<file path="config.mk">
export PLATFORM = sky130hd
export DESIGN_NAME = serial_addsub_acc_flat
export DESIGN_NICKNAME = d
export VERILOG_FILES = /design/src/rtl/serial_addsub_acc_if.sv /design/src/rtl/serial_addsub_acc.sv /design/src/flat_wrapper.sv
export SDC_FILE = /design/constraint.sdc
export NUM_CORES = 1
export LEC_CHECK = 0
export ABC_AREA = 1
export BUFFER_PORTS_ARGS = -buffer_cell sky130_fd_sc_hd__buf_2
export CELL_PAD_IN_SITES_DETAIL_PLACEMENT = 0
export CELL_PAD_IN_SITES_GLOBAL_PLACEMENT = 1
export CORE_UTILIZATION = 43
export DETAILED_ROUTE_END_ITERATION = 7
export PLACE_DENSITY = 0.84
export SYNTH_ARGS = -nofsm -noshare
export SYNTH_HDL_FRONTEND = slang
export SYNTH_SLANG_ARGS = --single-unit
</file>
<file path="constraint.sdc">
create_clock -name clk -period 2.6 [get_ports clk]
set_input_delay 0.39 -clock clk [delete_from_list [all_inputs] [get_ports clk]]
set_output_delay 0.39 -clock clk [all_outputs]
set_load 0.01 [all_outputs]
</file>
<file path="src/rtl/serial_addsub_acc_if.sv">
// Operand/result bundle for the bit-serial add/subtract unit.
// The master issues operations; the slave is the arithmetic leaf.
interface serial_addsub_acc_if #(
  parameter int WIDTH = 8
);
  logic             start;
  logic             sub;
  logic             acc;
  logic [WIDTH-1:0] a;
  logic [WIDTH-1:0] b;
  logic             busy;
  logic             done;
  logic [WIDTH-1:0] sum;
  logic             cout;
  logic             ovf;

  modport master (
    output start, sub, acc, a, b,
    input  busy, done, sum, cout, ovf
  );

  modport slave (
    input  start, sub, acc, a, b,
    output busy, done, sum, cout, ovf
  );
endinterface

</file>
<file path="src/rtl/serial_addsub_acc.sv">
// Bit-serial add/subtract unit: one full-adder cell plus a carry flop, LSB first.
// In accumulate mode the previous result replaces operand A.
module serial_addsub_acc #(
  parameter int WIDTH = 8,
  parameter int CNT_W = 5
) (
  input logic                clk,
  input logic                rst_n,
  serial_addsub_acc_if.slave bus
);

  typedef enum logic [1:0] {IDLE, RUN, DONE} state_t;

  state_t           state_q;
  state_t           state_d;
  logic [WIDTH-1:0] op_a_q;
  logic [WIDTH-1:0] op_b_q;
  logic [WIDTH-1:0] res_q;
  logic [WIDTH-1:0] sum_q;
  logic [CNT_W-1:0] cnt_q;
  logic             carry_q;
  logic             cout_q;
  logic             ovf_q;
  logic             bit_s;
  logic             bit_c;
  logic             last_bit;

  assign bit_s    = op_a_q[0] ^ op_b_q[0] ^ carry_q;
  assign bit_c    = (op_a_q[0] & op_b_q[0]) | (op_a_q[0] & carry_q) | (op_b_q[0] & carry_q);
  assign last_bit = (cnt_q == CNT_W'(WIDTH - 1));

  always_ff @(posedge clk or negedge rst_n) begin
    if (!rst_n) state_q <= IDLE;
    else        state_q <= state_d;
  end

  always_comb begin
    state_d = state_q;
    case (state_q)
      IDLE:    if (bus.start) state_d = RUN;
      RUN:     if (last_bit)  state_d = DONE;
      DONE:    state_d = IDLE;
      default: state_d = IDLE;
    endcase
  end

  // Subtraction is A + ~B + 1: the +1 rides in as the initial carry.
  // Results are published on the edge entering DONE so sum/cout/ovf appear with done.
  always_ff @(posedge clk or negedge rst_n) begin
    if (!rst_n) begin
      op_a_q  <= '0;
      op_b_q  <= '0;
      res_q   <= '0;
      sum_q   <= '0;
      cnt_q   <= '0;
      carry_q <= 1'b0;
      cout_q  <= 1'b0;
      ovf_q   <= 1'b0;
    end else begin
      case (state_q)
        IDLE: begin
          if (bus.start) begin
            op_a_q  <= bus.acc ? sum_q : bus.a;
            op_b_q  <= bus.sub ? ~bus.b : bus.b;
            carry_q <= bus.sub;
            cnt_q   <= '0;
          end
        end
        RUN: begin
          op_a_q  <= op_a_q >> 1;
          op_b_q  <= op_b_q >> 1;
          res_q   <= {bit_s, res_q[WIDTH-1:1]};
          carry_q <= bit_c;
          cnt_q   <= cnt_q + 1'b1;
          // On the MSB cycle carry_q is the carry into the MSB, bit_c the carry out.
          if (last_bit) begin
            sum_q  <= {bit_s, res_q[WIDTH-1:1]};
            cout_q <= bit_c;
            ovf_q  <= carry_q ^ bit_c;
          end
        end
        default: ;
      endcase
    end
  end

  assign bus.busy = (state_q != IDLE);
  assign bus.done = (state_q == DONE);
  assign bus.sum  = sum_q;
  assign bus.cout = cout_q;
  assign bus.ovf  = ovf_q;

endmodule

</file>
<file path="src/flat_wrapper.sv">
// flat-port wrapper written by rule: the top's interface ports become plain ports
module serial_addsub_acc_flat 
#(
  parameter int WIDTH = 8,
  parameter int CNT_W = 5
)
  (clk, rst_n, bus_start, bus_sub, bus_acc, bus_a, bus_b, bus_busy, bus_done, bus_sum, bus_cout, bus_ovf);
  serial_addsub_acc_if #(.WIDTH(WIDTH)) bus_i ();
  input logic clk;
  input logic rst_n;
  input wire logic [$bits(bus_i.start)-1:0] bus_start;
  input wire logic [$bits(bus_i.sub)-1:0] bus_sub;
  input wire logic [$bits(bus_i.acc)-1:0] bus_acc;
  input wire logic [$bits(bus_i.a)-1:0] bus_a;
  input wire logic [$bits(bus_i.b)-1:0] bus_b;
  output wire logic [$bits(bus_i.busy)-1:0] bus_busy;
  output wire logic [$bits(bus_i.done)-1:0] bus_done;
  output wire logic [$bits(bus_i.sum)-1:0] bus_sum;
  output wire logic [$bits(bus_i.cout)-1:0] bus_cout;
  output wire logic [$bits(bus_i.ovf)-1:0] bus_ovf;
  assign bus_i.start = bus_start;
  assign bus_i.sub = bus_sub;
  assign bus_i.acc = bus_acc;
  assign bus_i.a = bus_a;
  assign bus_i.b = bus_b;
  assign bus_busy = bus_i.busy;
  assign bus_done = bus_i.done;
  assign bus_sum = bus_i.sum;
  assign bus_cout = bus_i.cout;
  assign bus_ovf = bus_i.ovf;
  serial_addsub_acc #(.WIDTH(WIDTH), .CNT_W(CNT_W)) u_core (.clk(clk), .rst_n(rst_n), .bus(bus_i));
endmodule
</file>
# After elaboration in Yosys (flattened, before gate mapping)
# Index checks and enable logic that the tools add are counted.
# word_totals
register_bits	42
latchBits	0
mem_bits_rw	0
mem_bits_ro	0
in_bits	21
wordCells	43
mem_count	0
# classes
add_sub_neg	1
n_mul	0
div	0
order_cmp	0
eq_ne	5
n_shift	0
muxes	13
bitwise	9
n_reduce_logical	6
# ops
operator	count
$mux W8	4
$pmux W8 S2	2
$pmux W5 S2	1
$not A8 Y8	1
$reduce_and A2 Y1	3
$add A5 B1 Y5 const B	1
$eq A5 B3 Y1 const B	1
$mux W5	1
$mux W2	2
$pmux W2 S2	1
$reduce_bool A2 Y1	2
$and A1 B1 Y1	3
$xor A1 B1 Y1	3
$eq A2 B1 Y1 const B	1
$eq A2 B2 Y1 const B	1
$logic_not A2 Y1	1
$ne A2 B1 Y1 const B	1
$ne A2 B2 Y1 const B	1
$or A1 B1 Y1	2
$pmux W1 S2	1
$mux W1	1

# Longest topological paths before layout
# Gate-level depths: netlist (run 1).
# depth
word_depth	4
ltp_mapped	7

# Least setup slack after synthesis (run 1)
# OpenSTA, ideal clock, no wires.
# synth_path
path_type	reg-to-reg
from	reg u_core.carry_q
to	reg u_core.ovf_q, in the netlist u_core.bus.ovf
setup_time_ns	0.117
t_arrival_ns	1.099
required_time_ns	2.483
setup_slack_ns	1.384
path_stages_with_launch	6
cell_sequence	dfrtp_1 > fa_1 > nand2_1 > nand2_1 > nand3_1 > nand2_1
# synth_between
elab_chain_cells	4
word_cells_on_any_way	5
# synth_lines
item	line	source
start: declaration	serial_addsub_acc.sv:21	logic carry_q;
start signal: assignment	serial_addsub_acc.sv:65	carry_q <= bus.sub;
start signal: assignment	serial_addsub_acc.sv:73	carry_q <= bit_c;
$and A1 B1 Y1	serial_addsub_acc.sv:29	assign bit_c = (op_a_q[0] & op_b_q[0]) | (op_a_q[0] & carry_q) | (op_b_q[0] & carry_q);
$or A1 B1 Y1	serial_addsub_acc.sv:29	
$or A1 B1 Y1 (*)	serial_addsub_acc.sv:29	
named net u_core.bit_c	serial_addsub_acc.sv:25	logic bit_c;
$xor A1 B1 Y1 (*)	serial_addsub_acc.sv:79	ovf_q <= carry_q ^ bit_c;
end signal: assignment	serial_addsub_acc.sv:79	
end: declaration	serial_addsub_acc.sv:23	logic ovf_q;
# Mark *: on every way through the listed nets, which the timed path passes. The rest lies on a longest branch.
# A chain may end at the register's enable or synchronous reset.

# Final worst setup path (run 1)
# layout_path
from	reg u_core.cnt_q[0]
to	reg u_core.sum_q[5], in the netlist u_core.bus.sum[5]
# layout_between
elab_chain_cells	2
# layout_lines
item	line	source
start: declaration	serial_addsub_acc.sv:20	logic [CNT_W-1:0] cnt_q;
start signal: assignment	serial_addsub_acc.sv:74	cnt_q <= cnt_q + 1'b1;
$eq A5 B3 Y1	serial_addsub_acc.sv:30	assign last_bit = (cnt_q == CNT_W'(WIDTH - 1));
$reduce_and A2 Y1 (no line)	-	
end signal: assignment	serial_addsub_acc.sv:77	sum_q <= {bit_s, res_q[WIDTH-1:1]};
end: declaration	serial_addsub_acc.sv:19	logic [WIDTH-1:0] sum_q;
# Every way passes these cells.

==> metrics, run 1 <==
status finished clean; Final min period 1630 ps; Gate power share 36.6%; power density over cell area 1050 nW/µm²; Switch Pwr 987 µW; top-count cell post-synth nand2_1; drt first pass iters 4; Clock power frac between 15 and 20%; Post-synth EDFFs 0; H-tree Lvls 2; commonest cells in the netlist nand2_1 (128), dfrtp_1 (41), nand3_1 (31), inv_1 (28), o21ai_0 (18); antenna-violating nets left 0; Distinct cells, synth 16; WP data arrival about 1900 ps; Final Hold Vio Count 0; sequential share of power 46.3%; Clock Tree Buf Depth 2; # port buffers 32; Max-cap violations 0; ant diodes 0; fillers 441; FFs w/ async S/R, synth 100%; global-route wire length before repair 7330 µm; RSZ-0062 raised after global routing false; critical path required time 2840 ps; hpwl dp between 2000 and 3000 µm; row count 24; post-CTS setup buffer count 0; Ys Warns 0; total clock sinks 41; critical path class register to register; vias in the first global route 1646; GRT Util Overall a little under a fifth; die width 70.4 µm; worst-path fanout max 11; Int Power 1.42 mW; final setup fails 0; Starting DRT DRC Count 103; Slew HR a little over 40%; type of origin of the critical path register; VDD IR max 0.640 mV; syn nets slightly below 300; cell type with the largest total area after synthesis dfrtp_1; post-synthesis cell area 2010 µm²; Synth area leaders dfrtp_1 (51%), nand2_1 (24%), nand3_1 (7.7%); Main synth FF type dfrtp_1; GR Overflow Total 0; area of the core 4410 µm²; Final nets 323; Synth top area share 51.0%; Post-Syn Area per Cell 7.48 µm²; CTS tree yes; Hold Buf Count CTS 0; final setup skew 4.24 ps; largest net degree at the start of global routing 42; Vias/cell 4.90; post-layout util 51.7%; Die Ht slightly above 70 µm; cells after synthesis 269; routed via count 1730; routability congestion estimate 0.760; P&R area growth vs syn 13.4%; sequential area share after synthesis 51.0%; Worst-path clk slew 80 ps; r2r setup slk around 970 ps; Worst-Margin Slew 893 ps; register bit total from synthesis 41; Hold WC Path Type input port to asynchronous set/reset pin; initial antenna violation count 0; sw frac 41.0%; setup TNS 0 ps; Final Slew Violations 0; DRC 0; max frequency 0.612 GHz; TritonCTS Buffers 5; post-cts resize count 0; Clk Tree Root Cell clkbuf_8; share of cells above drive strength 1 15.0%; leakage 1.29 nW; CP Capture Type register; area of the die between 4000 and 5000 µm²; initial core utilization 45.6%; # IOs 33; DR WL/cell 11.7 µm; Clock Latency Late Sink 300 ps; crit share post-route 62.8%; Routed WL 4130 µm
## kinds of logic (layout without fill, tap and decap cells)
kind of cell	after synthesis	count (layout)	share of synthesized area, %
flip-flops	41	41	51.0
AND/OR/NAND/NOR	167	167	34.1
XOR/XNOR	1	1	0.435
AO/OA/AOI/OAI	19	19	4.72
buffers and inverters	39	71	8.20
adder cells (fa/ha/maj)	2	2	1.62
## registers in the layout, indices dropped and copies added (netlist names)
signal,count
u_core.bus.cout,1
u_core.state_q,2
u_core.bus.sum,8
u_core.op_b_q,8
u_core.op_a_q,8
u_core.carry_q,1
u_core.res_q,7
u_core.bus.ovf,1
u_core.cnt_q,5
## stage by stage
step / hold WS (ps) / std cells / area, µm² / setup slack [ps] / power, mW
5_1_grt: 297 / 353 / 2280 / 723 / 2.63
3_3_place_gp: 464 / 345 / 2200 / 1040 / 2.00
2_1_floorplan: 94.4 / 269 / 2010 / 1380 / 1.73
4_1_cts: 248 / 353 / 2280 / 966 / 2.44
6_report: 210 / 353 / 2280 / 967 / 2.41
3_5_place_dp: 466 / 345 / 2200 / 976 / 2.02
## critical path, stage by stage, from the launching register on
cell     delay, ps
dfrtp_1        400
ha_1           230
nand2_1        100
nor2_1         590
nand3_1        150
nand2_1         90
## area by class of cell
class | count | area [µm²] | share of cell area (%)
inverters | 29 | 109 | 4.77
well taps | 52 | 65.1 | 2.85
clock inverters | 3 | 17.5 | 0.767
multi-input cells | 189 | 822 | 36.0
clock buffers | 5 | 68.8 | 3.01
flip-flops and latches | 41 | 1030 | 44.9
repair buffers | 34 | 175 | 7.67
## layout by cell type (no fill, tap or decap), drive strengths merged
cell / Yosys / routed
ha: 1 / 1
nand3: 31 / 31
nand4: 2 / 2
dfrtp: 41 / 41
o21ai: 19 / 19
fa: 1 / 1
buf: 9 / 34
clkinvlp: 0 / 1
nor2: 6 / 6
clkbuf: 1 / 5
clkinv: 0 / 2
inv: 29 / 29
nand2: 128 / 128
xnor2: 1 / 1
## power by group through the flow
| stage | registers, mW | clock network (mW) | logic, mW |
|---|---|---|---|
| floorplan | 1.11 | 0 | 0.624 |
| global placement | 1.12 | 0 | 0.882 |
| finish | 1.11 | 0.412 | 0.881 |
| detailed placement | 1.12 | 0 | 0.894 |
| CTS | 1.11 | 0.425 | 0.898 |
| global route | 1.15 | 0.448 | 1.03 |
## path summary, 6_finish.rpt
| kind | depth (start not counted) | from | endpoint |
|---|---|---|---|
| hold reg to reg | 2 | u_core.bus.ovf$_DFFE_PN0P_ | u_core.bus.ovf$_DFFE_PN0P_ |
| setup / recovery | 5 | u_core.cnt_q[0]$_DFFE_PN0P_ | u_core.bus.sum[5]$_DFFE_PN0P_ |
| hold / removal | 1 | rst_n | u_core.bus.sum[4]$_DFFE_PN0P_ |
| setup reg to reg | 5 | u_core.cnt_q[0]$_DFFE_PN0P_ | u_core.bus.sum[5]$_DFFE_PN0P_ |
| min in group clk | 3 | bus_b[7] | u_core.op_b_q[7]$_DFFE_PN0P_ |
| max in group asynchronous | 1 | rst_n | u_core.op_b_q[4]$_DFFE_PN0P_ |
## metal layers
| layer | track usage, % | up-vias | part of all wire (%) |
|---|---|---|---|
| li1 | - | 893 | - |
| met1 | 26.0 | 796 | 50 |
| met2 | 29.7 | 39 | 45 |
| met3 | 5.34 | 2 | 4.6 |
| met4 | 4.67 | 0 | 0.39 |
| met5 | 0 | - | 0 |
(Power assumes the default switching activity.)
==> inputs of run 2 (changes only) <==
CORE_UTILIZATION = 40   (was 43)
PLACE_DENSITY = 0.79   (was 0.84)
clock period = 1.51 ns   (was 2.6 ns; I/O delays follow)
==> run 2 against run 1 <==
  * Clock power grew 67%
  * Utilization shrank 2.6 points
  * Sequential power grew 73%
  * Global-route usage shrank 1.4 points
  * Via count shrank 0.81%
  * Die area grew 7.3%
  * Critical path depth shrank 2
  * Critical path type is now register to primary output
  * Critical endpoint is now bus_busy
==> metrics, run 2 (same netlist as run 1, synthesis figures left out) <==
largest net degree at the start of global routing 42 (unchanged); share of cells above drive strength 1 15.7% (+0.74 points); fin cells 373 (+5.7%); CTS tree yes; post-cts resize count 0 (unchanged); total clock sinks 41 (unchanged); status finished clean; DRC 0 (unchanged); Worst-path clk slew 70 ps (about the same); row count 25 (+4.2%); area of the die 5320 µm² (+7.3%); ant diodes 0 (unchanged); Max stage delay on crit path 410 ps (-180 ps); area of the multi-input gates 822 µm² (unchanged); CP delay by family, top flip-flops; crit path buf inv count 2 (+2); Final Slew Violations 0 (unchanged); crit-path cells inv_1 > nand2_1 > buf_2; GR Overflow Total 0 (unchanged); power density over cell area 1780 nW/µm² (+69%); GRT Util Overall 17.6% (-1.4 points); pre-CTS setup slack 206 ps (-770 ps); hpwl dp 2870 µm (+2.1%); WP data arrival 1130 ps (-740 ps); H-tree Lvls 2 (unchanged); post-route cell area 2350 µm² (+3.0%); # port buffers 32 (unchanged); vias in the first global route 1554 (-5.6%); Clock Tree Buf Depth 2 (unchanged); Clk Tree Root Cell clkbuf_8; most common cell after layout, fill and taps aside nand2_1; Starting DRT DRC Count 105 (+1.9%); type of origin of the critical path register; worst-path fanout max 6 (-5); leakage 1.32 nW (+2.1%); Hold Buf Count CTS 1 (+1); P&R area growth vs syn 16.8%; Hold WC Path Type input port to register; Final Hold Vio Count 0 (unchanged); setup TNS 0 ps (unchanged); initial antenna violation count 0 (unchanged); Vias/cell 4.60 (-6.1%); fillers 489 (+11%); routability congestion estimate 0.744 (-2.1%); CP Capture Type primary output; Die Ht 72.9 µm (+3.6%); # IOs 33 (unchanged); initial core utilization 42.1% (-3.5 points); RSZ-0062 raised after global routing false; global-route wire length before repair 7070 µm (-3.7%); Sequential Area 1030 µm² (unchanged); post-CTS setup buffer count 0 (unchanged); Final nets 328 (+1.5%); routed via count 1716 (-0.81%); area of the core 4790 µm² (+8.4%); Worst-Margin Slew 506 ps (-387 ps); final setup fails 0 (unchanged); Routed WL 4080 µm (-1.1%); Clock Latency Late Sink 290 ps (about the same); critical path class register to primary output; max frequency between 0.7 and 0.8 GHz; slowest CP cell dfrtp_1; crit share post-route between 80% and 90%; final setup skew 6.78 ps (+2.55 ps); antenna-violating nets left 0 (unchanged); DR WL/cell 10.9 µm (-6.4%); TritonCTS Buffers 5 (unchanged); DP Area 2260 µm² (+2.8%); Slew HR 66.3% (+26 points); Inst Count DP 364 (+5.5%); die width 72.9 µm (+3.6%); critical path required time 1280 ps (-1560 ps); drt first pass iters 4 (unchanged); setup ws final 154 ps (-812 ps); most frequent cells in the layout nand2_1 (128), dfrtp_1 (41), buf_2 (32); Final min period 1360 ps; Max-cap violations 0 (unchanged); VDD IR max 0.922 mV (+44%)
run 2: path summary, 6_finish.rpt:
kind | to | slack (ps) | cells past startpoint | startpoint
max in group asynchronous | u_core.op_b_q[5]$_DFFE_PN0P_ | 630 | 3 | rst_n
worst max-delay path | bus_busy | 150 | 3 | u_core.state_q[1]$_DFFE_PN0P_
worst min-delay path | u_core.op_b_q[7]$_DFFE_PN0P_ | 230 | 3 | bus_b[7]
min in group asynchronous | u_core.bus.sum[4]$_DFFE_PN0P_ | 520 | 3 | rst_n
worst min register to register | u_core.bus.ovf$_DFFE_PN0P_ | 480 | 2 | u_core.bus.ovf$_DFFE_PN0P_
worst max register to register | u_core.carry_q$_DFFE_PN0P_ | 200 | 5 | u_core.carry_q$_DFFE_PN0P_
run 2: layout make-up:
| cell class | count | area share [%] |
|---|---|---|
| clock buffers | 6 | 3.09 |
| multi-input cells | 189 | 35.0 |
| flip-flops and latches | 41 | 43.6 |
| inverters | 29 | 4.63 |
| clock inverters | 2 | 0.426 |
| repair buffers | 39 | 9.69 |
| well taps | 67 | 3.57 |
run 2: per-stage QoR:
stage          util, %  hold WS [ps]  power (mW)
2_1_floorplan        -         -69.1        2.98
6_report          49.1           229        4.18
5_1_grt           49.1           253        4.58
3_5_place_dp      47.2           321        3.54
4_1_cts           49.1           219        4.25
3_3_place_gp      47.2           326        3.52
run 2: tightest hold or removal path, cell delays in order:
cell and delay [ps]:
buf_2 80, xnor2_1 90, o21ai_0 70
run 2: power breakdown:
part	internal [mW]	leakage (nW)	total, mW	switching [mW]
Clock	0.321	0.0450	0.689	0.369
Combinational	0.625	0.749	1.58	0.951
Sequential	1.56	0.522	1.92	0.361
Total	2.50	1.32	4.18	1.68
run 2: layer usage:
metal	part of all wire (%)	vias up	global-route usage, %
li1	-	897	-
met1	52	788	23.5
met2	43	27	28.2
met3	3.0	4	3.31
met4	1.2	0	7.19
met5	0	-	0
